### src/rtl/seq_divider.sv
// seq_divider: sequential signed integer divider.
// Restoring division on operand magnitudes. A combined remainder/quotient
// register shifts left by one bit per clock. Signs are applied in a final
// FIX cycle.
//
// Handshake: start is sampled only in IDLE. busy rises on the edge that
// accepts start and falls on the edge that raises done. done is a one-cycle
// pulse. Results hold until the next accepted start reaches FIX.
//
// Optional build macro SEQ_DIV_EARLY_OUT_EN: when |dividend| < |divisor|
// (divisor non-zero), skip the iterations and finish after one edge.
// Results are the same in both builds; only the latency changes.
module seq_divider #(
  parameter int WIDTH = 32
) (
  input  logic             clk,
  input  logic             clr,
  input  logic             start,
  input  logic [WIDTH-1:0] dividend,
  input  logic [WIDTH-1:0] divisor,
  output logic             busy,
  output logic             done,
  output logic [WIDTH-1:0] quotient,
  output logic [WIDTH-1:0] remainder,
  output logic             div_by_zero,
  output logic [1:0]       state_dbg
);

  localparam int CW = $clog2(WIDTH + 1);

  typedef enum logic [1:0] {
    IDLE = 2'd0,
    ITER = 2'd1,
    FIX  = 2'd2
  } state_t;

  state_t           state;
  logic [WIDTH-1:0] rem_q;     // partial remainder magnitude
  logic [WIDTH-1:0] quo_q;     // dividend magnitude shifting out, quotient shifting in
  logic [WIDTH-1:0] dvs_mag;   // divisor magnitude
  logic [CW-1:0]    count;
  logic             sign_q;
  logic             sign_r;
  logic             zero_q;

  logic [WIDTH-1:0] dvd_in_mag;
  logic [WIDTH-1:0] dvs_in_mag;
  logic             early;
  logic [WIDTH:0]   shifted;
  logic             ge;
  logic [WIDTH-1:0] trial;
  logic [WIDTH-1:0] rem_signed;

  assign state_dbg = state;

  // Operand magnitudes, trial subtraction and sign fix-up. The partial
  // remainder is conceptually WIDTH+1 bits wide, but after each restoring
  // step it is always below the divisor magnitude. So only the shifted
  // trial value needs the extra bit. The kept difference always fits in
  // WIDTH bits.
  always_comb begin
    dvd_in_mag = dividend[WIDTH-1] ? ('0 - dividend) : dividend;
    dvs_in_mag = divisor[WIDTH-1]  ? ('0 - divisor)  : divisor;
`ifdef SEQ_DIV_EARLY_OUT_EN
    early = (divisor != '0) && (dvd_in_mag < dvs_in_mag);
`else
    early = 1'b0;
`endif
    shifted    = {rem_q, quo_q[WIDTH-1]};
    ge         = (shifted >= {1'b0, dvs_mag});
    trial      = shifted[WIDTH-1:0] - dvs_mag;
    rem_signed = sign_r ? ('0 - rem_q) : rem_q;
  end

  // Control FSM and datapath registers. clr has priority over everything.
  always_ff @(posedge clk) begin
    if (clr) begin
      state       <= IDLE;
      rem_q       <= '0;
      quo_q       <= '0;
      dvs_mag     <= '0;
      count       <= '0;
      sign_q      <= 1'b0;
      sign_r      <= 1'b0;
      zero_q      <= 1'b0;
      busy        <= 1'b0;
      done        <= 1'b0;
      quotient    <= '0;
      remainder   <= '0;
      div_by_zero <= 1'b0;
    end else begin
      done <= 1'b0;
      case (state)
        IDLE: begin
          if (start) begin
            sign_q      <= dividend[WIDTH-1] ^ divisor[WIDTH-1];
            sign_r      <= dividend[WIDTH-1];
            zero_q      <= (divisor == '0);
            dvs_mag     <= dvs_in_mag;
            count       <= CW'(WIDTH);
            busy        <= 1'b1;
            div_by_zero <= 1'b0;
            if ((divisor == '0) || early) begin
              // No iterations needed. The remainder magnitude is the
              // dividend magnitude, so FIX restores the original dividend.
              quo_q <= '0;
              rem_q <= dvd_in_mag;
              state <= FIX;
            end else begin
              quo_q <= dvd_in_mag;
              rem_q <= '0;
              state <= ITER;
            end
          end
        end
        ITER: begin
          rem_q <= ge ? trial : shifted[WIDTH-1:0];
          quo_q <= {quo_q[WIDTH-2:0], ge};
          count <= count - 1'b1;
          if (count == CW'(1)) begin
            state <= FIX;
          end
        end
        FIX: begin
          busy      <= 1'b0;
          done      <= 1'b1;
          remainder <= rem_signed;
          state     <= IDLE;
          if (zero_q) begin
            quotient    <= '1;
            div_by_zero <= 1'b1;
          end else begin
            quotient <= sign_q ? ('0 - quo_q) : quo_q;
          end
        end
        default: state <= IDLE;
      endcase
    end
  end

endmodule

### config.mk
export PLATFORM = sky130hd
export DESIGN_NAME = seq_divider
export DESIGN_NICKNAME = d
export VERILOG_FILES = /design/src/rtl/seq_divider.sv
export SDC_FILE = /design/constraint.sdc
export NUM_CORES = 1
export LEC_CHECK = 0
export CORE_MARGIN = 5
export CORE_UTILIZATION = 25
export DETAILED_ROUTE_END_ITERATION = 10
export GPL_TIMING_DRIVEN = 0
export SETUP_SLACK_MARGIN = 0.2
export SYNTH_ARGS = -nofsm -noshare
export SYNTH_HDL_FRONTEND = slang
export SYNTH_SLANG_ARGS = --single-unit
export TNS_END_PERCENT = 30
### constraint.sdc
create_clock -name clk -period 3.3 [get_ports clk]
set_input_delay 0.66 -clock clk [delete_from_list [all_inputs] [get_ports clk]]
set_output_delay 0.66 -clock clk [all_outputs]
set_load 0.02 [all_outputs]
# Word level (Yosys, flattened, before mapping)
# Cells that the tools add are included.
# totals
regBits	174
in_bits	67
out_inout_bits	69
wordCells	60
# classes
add_sub_neg	6
order_cmp	1
n_eq_ne	6
n_mux	24
n_bitwise	1
reduce_logical	9
# op_table
op	n
32-bit two-way mux	10
32-bit one-hot mux with 2 select lines	2
1-bit by 32-bit subtractor with 32-bit output (first input constant)	4
33-bit by 32-bit >= comparator with 1-bit output	1
32-bit logical NOT	1
32-bit subtractor	1
6-bit one-hot mux with 2 select lines	1
2-bit AND reduction	4
6-bit by 1-bit equality test with 1-bit output (second input constant)	1
2-bit two-way mux	3
6-bit two-way mux	1
2-bit != test (second input constant)	3
6-bit by 1-bit subtractor with 6-bit output (second input constant)	1
1-bit two-way mux	4
1-bit one-hot mux with 2 select lines	2
2-bit one-hot mux with 2 select lines	1
2-bit nonzero test	2
3-bit AND reduction	1
2-bit by 1-bit equality test with 1-bit output (second input constant)	1
2-bit equality test (second input constant)	1
2-bit logical NOT	1
1-bit bitwise XOR	1

# Longest topological paths before layout
# logic_depth
word_depth	5
ltp_mapped	14

# Worst setup path after synthesis
# Ideal clock, no wire load.
# synth_timing
path_kind	input -> register
startpoint	input port divisor[6]
endpoint	register quo_q[29]
setup_time_ns	0.128
t_arrival_ns	2.956
slack_ns	0.217
path_stages	9
path_buffers	1
cell_sequence	or4_1 > nor3_1 > nand4b_1 > or3b_2 > nand2_1 > clkbuf_1 > o211ai_1 > o21ai_0 > nor2_1
# synth_via
elab_chain_len	4
# synth_rtl
element	line_no	source
from (decl)	20	input logic [WIDTH-1:0] divisor,
32-bit logical NOT	103	if ((divisor == '0) || early) begin
32-bit two-way mux	103	
32-bit two-way mux	95	if (start) begin
32-bit one-hot mux with 2 select lines	93	case (state)
to (signal assigned)	110	quo_q <= dvd_in_mag;
to (signal assigned)	118	quo_q <= {quo_q[WIDTH-2:0], ge};
to (decl)	39	logic [WIDTH-1:0] quo_q;
# Every way passes these cells. The select of a mux whose other input is x is not followed.
# A chain may end at the register's enable or synchronous reset.

# Final worst setup path
# layout_timing
startpoint	register rem_q[14]
endpoint	register remainder[29]
# layout_via
elab_chain_len	2
# layout_rtl
element	line_no	source
from (decl)	38	logic [WIDTH-1:0] rem_q;
from (signal assigned)	107	rem_q <= dvd_in_mag;
from (signal assigned)	117	rem_q <= ge ? trial : shifted[WIDTH-1:0];
1-bit by 32-bit subtractor with 32-bit output	72	rem_signed = sign_r ? ('0 - rem_q) : rem_q;
32-bit two-way mux	72	
to (signal assigned)	127	remainder <= rem_signed;
to (decl)	24	output logic [WIDTH-1:0] remainder,
# Every way passes these cells.

==> summary.md <==
| Metric | Value |
|---|---|
| Status | `completed` |
| Antenna Nets Post-Route | `0` |
| Setup TNS | `0 ps` |
| Max IR drop VDD | `0.000414 V` |
| Drt via density | `5.33` |
| Fmax | `317 MHz` |
| Area share of xor/xnor cells in the synthesized design | `11.4%` |
| First-pass GRT wire length | `69.2 mm` |
| Slowest CP cell | `or4_4` |
| Compound-cell area share of the yosys netlist | `27.4%` |
| Num ports | `136` |
| Syn_nets | `1554` |
| GP Congestion | `0.934` |
| Worst EP arrival | `3470 ps` |
| Hold_sp | `dvs_mag[19]$_SDFFE_PP0P_` |
| Ys Warns | `0` |
| Critical Path, Cell by Cell | `or4_4 -> or4_4 -> or2_4 -> or3_4 -> or4_4 -> o41ai_2 -> xor2_1 -> a21oi_1` |
| Leakage dissipation | `5.72 nW` |
| Combinational share of power | `56.1%` |
| Critical path type | `flip-flop to flip-flop` |
| Main combinational cell family by area after synthesis | `compound AO/OA/AOI/OAI gates` |
| Critical path origin | `rem_q[14]$_SDFFE_PP0P_` |
| CTS Hold Bufs | `0` |
| Slew at the pin with the worst max-slew slack | `1030 ps` |
| Finished Layout Cells | `2259` |
| Main synth FF type | `dfxtp_1` |
| FP Rows | `78` |
| Root buffer cell | `clkbuf_16` |
| Avg WL per Cell | `20.8 um` |
| Core area | `0.0451 mm^2` |
| Number of flops mapped to enable cells by yosys | `0` |
| Flop pwr share | `25.6%` |
| Share of flip-flops with an asynchronous set or reset | `0%` |
| NetSw | `0.00491 W` |
| Area Growth Syn to Fin | `35.4%` |
| PortBufs | `132` |
| Cell mode on critical path | `or4_4` |
| Internal | `0.00626 W` |
| Cell family with most CP delay | `simple AND/OR/NAND/NOR gates` |
| Critical R2R Launch | `rem_q[14]$_SDFFE_PP0P_` |
| RSZ-0062 raised after global routing | `true` |
| Post-Place Cells | `2180` |
| Hold Crit Class | `flip-flop to flip-flop` |
| Die height | `223 um` |
| Post-Route Skew | `16.3 ps` |
| Synth cell types | `69` |
| Final core occ | `34.0%` |
| Die Wd | `223 um` |
| DR iter-0 viols | `1029` |
| Fin crit share | `95.5%` |
| Slew headroom | `31.5%` |
| Mapped cell area | `0.0113 mm^2` |
| Final Setup Violations | `0` |
| Total CTS buffers | `17` |
| Share of the yosys chip area belonging to registers | `30.7%` |
| CP peak stage delay | `560 ps` |
| Synthesized area per cell | `7.83 um^2` |
| Worst Path Max Fanout | `8` |
| Most numerous cell in the Yosys netlist | `dfxtp_1` |
| PwrDens | `728 mW/mm^2` |
| Share of layout cells above drive strength 1 | `15.4%` |
| Clk pwr share | `18.3%` |
| Initial core utilization | `25.2%` |
| Largest area contributor in the netlist | `dfxtp_1` |
| Synth Area in Adders | `4.37%` |
| Worst Slack Setup Final | `148 ps` |
| Final Critical Period | `3150 ps` |
| Final #Nets | `1752` |
| Critical path capture point type | `flip-flop` |
| CTS max path bufs | `2` |
| Largest net degree at the start of global routing | `17` |
| Dpl hpwl | `36.3 mm` |
| Antenna diodes | `0` |
| Detailed Routing Iterations Pass 1 | `5` |
| Routed Wire Length | `46.9 mm` |
| Vias in the first global route | `11400` |
| Initial antenna violation count | `0` |
| GR Util All Layers | `17.7%` |
| Post-synthesis mux area share | `1.96%` |
| Via count | `12000` |
| Sw Ratio | `43.9%` |
| Die area | `0.0497 mm^2` |
| Gr ovfl total | `0` |
| Simple-gate share of the synthesized area | `18.9%` |
| Clock Pin Slew Worst Setup and Hold Paths | `70 ps` |
| Later-pin clock latency in the skew report | `450 ps` |
| Top cells by count, synth | `dfxtp_1 (174), nor2_1 (169), nand2_1 (122)` |
| Worst path required time | `3620 ps` |
| CP Launch Type | `flip-flop` |
| Max Cap Viol | `0` |
| Hold Slack | `456 ps` |
| Seq cells post-synth | `174` |
| Synth top area share | `30.7%` |
| Final Hold Vio Count | `0` |
| CTS tree | `done` |
| DRC viols | `0` |
| Htree depth | `4` |
| Final Max Slew Viols | `0` |
| Clock Sinks | `174` |
| Cells after Synth | `1448` |
| Worst path bufs/invs | `0` |
| Dpl ws | `-1070 ps` |
| Largest cells by area after synthesis | `dfxtp_1 (31%), xor2_1 (6.8%), nor2_1 (5.6%)` |
==> power by group through the flow <==
stage	Sequential, W	Combinational [W]	Clock (W)
floorplan	0.00277	0.00333	0
global placement	0.00284	0.00476	0
detailed placement	0.00286	0.00479	0
CTS	0.00282	0.00541	0.00206
global route	0.00289	0.00668	0.00214
finish	0.00286	0.00627	0.00204
==> state kept, by name, indices dropped and copies added (netlist names) <==
signal and flops:
zero_q 1, sign_r 1, sign_q 1, quotient 32
state_dbg 2, rem_q 32, remainder 32, div_by_zero 1
done 1, quo_q 32, busy 1, dvs_mag 32
count 6
==> final timing paths <==
check                                to  slack (ps)  depth (start not counted)
max          remainder[29]$_SDFFE_PP0P_         150                          8
min            dvs_mag[19]$_SDFFE_PP0P_         460                          2
max reg2reg  remainder[29]$_SDFFE_PP0P_         150                          8
min reg2reg    dvs_mag[19]$_SDFFE_PP0P_         460                          2
==> per-layer routing <==
| layer | wire length (um) | track usage [%] |
|---|---|---|
| met1 | 21200 | 24.3 |
| met2 | 21000 | 27.9 |
| met3 | 3220 | 3.24 |
| met4 | 1480 | 6.46 |
| met5 | 0 | 0 |
==> through the flow <==
stage / power [W] / instance area, um^2
2_1_floorplan: 0.00610 / 11300
3_3_place_gp: 0.00760 / 13400
3_5_place_dp: 0.00764 / 13400
4_1_cts: 0.0103 / 14600
5_1_grt: 0.0117 / 15400
6_report: 0.0112 / 15400
==> tightest hold or removal path, cell delays in order (launching register included) <==
cell and delay, ps:
dfxtp_1 310, nand2_1 50, a21oi_1 50
==> logic make-up after synthesis <==
logic type / Yosys count
AOI/OAI and AO/OA: 451
xor gates and xnor gates: 147
adders and majority gates: 39
buffers and inverters: 161
DFF: 174
muxes: 22
and+or+nand+nor: 454
==> area by class of cell <==
cell class                      count  area (um^2)
Timing Repair Buffer              178         1750
Fill cell                        4814        29700
Tap cell                          600          751
Buffer                            109          566
Clock buffer                       18          429
Clock inverter                     14          135
Multi-Input combinational cell   1114         7980
Sequential cell                   174         3540
Inverter                           52          198
==> layout by cell type, fill, tap and decap left out, drive strengths merged, types with 12 or more instances in the layout <==
master | Yosys | routed
nand2 | 122 | 122
nor2 | 169 | 169
o211a | 17 | 17
a21oi | 69 | 69
o31ai | 37 | 37
o221ai | 17 | 17
buf | 9 | 60
clkdlybuf4s50 | 0 | 119
a211oi | 75 | 75
clkbuf | 100 | 113
or4 | 22 | 22
o41ai | 23 | 23
a31oi | 13 | 14
o211ai | 20 | 20
nand3 | 16 | 16
nor3 | 39 | 39
xnor2 | 59 | 59
ha | 38 | 38
a21o | 19 | 19
inv | 52 | 57
mux2i | 20 | 20
xor2 | 88 | 88
dfxtp | 174 | 174
nor4 | 12 | 12
o21ai | 89 | 89
o22ai | 28 | 28
==> what timing repair did <==
action                     CTS  global route
gates cloned                 1             2
buffers inserted            24            20
resized for setup          119           147
pin swaps                   21            30
setup endpoints to repair   73            86
No activity file was read; power rests on OpenSTA's default activity.
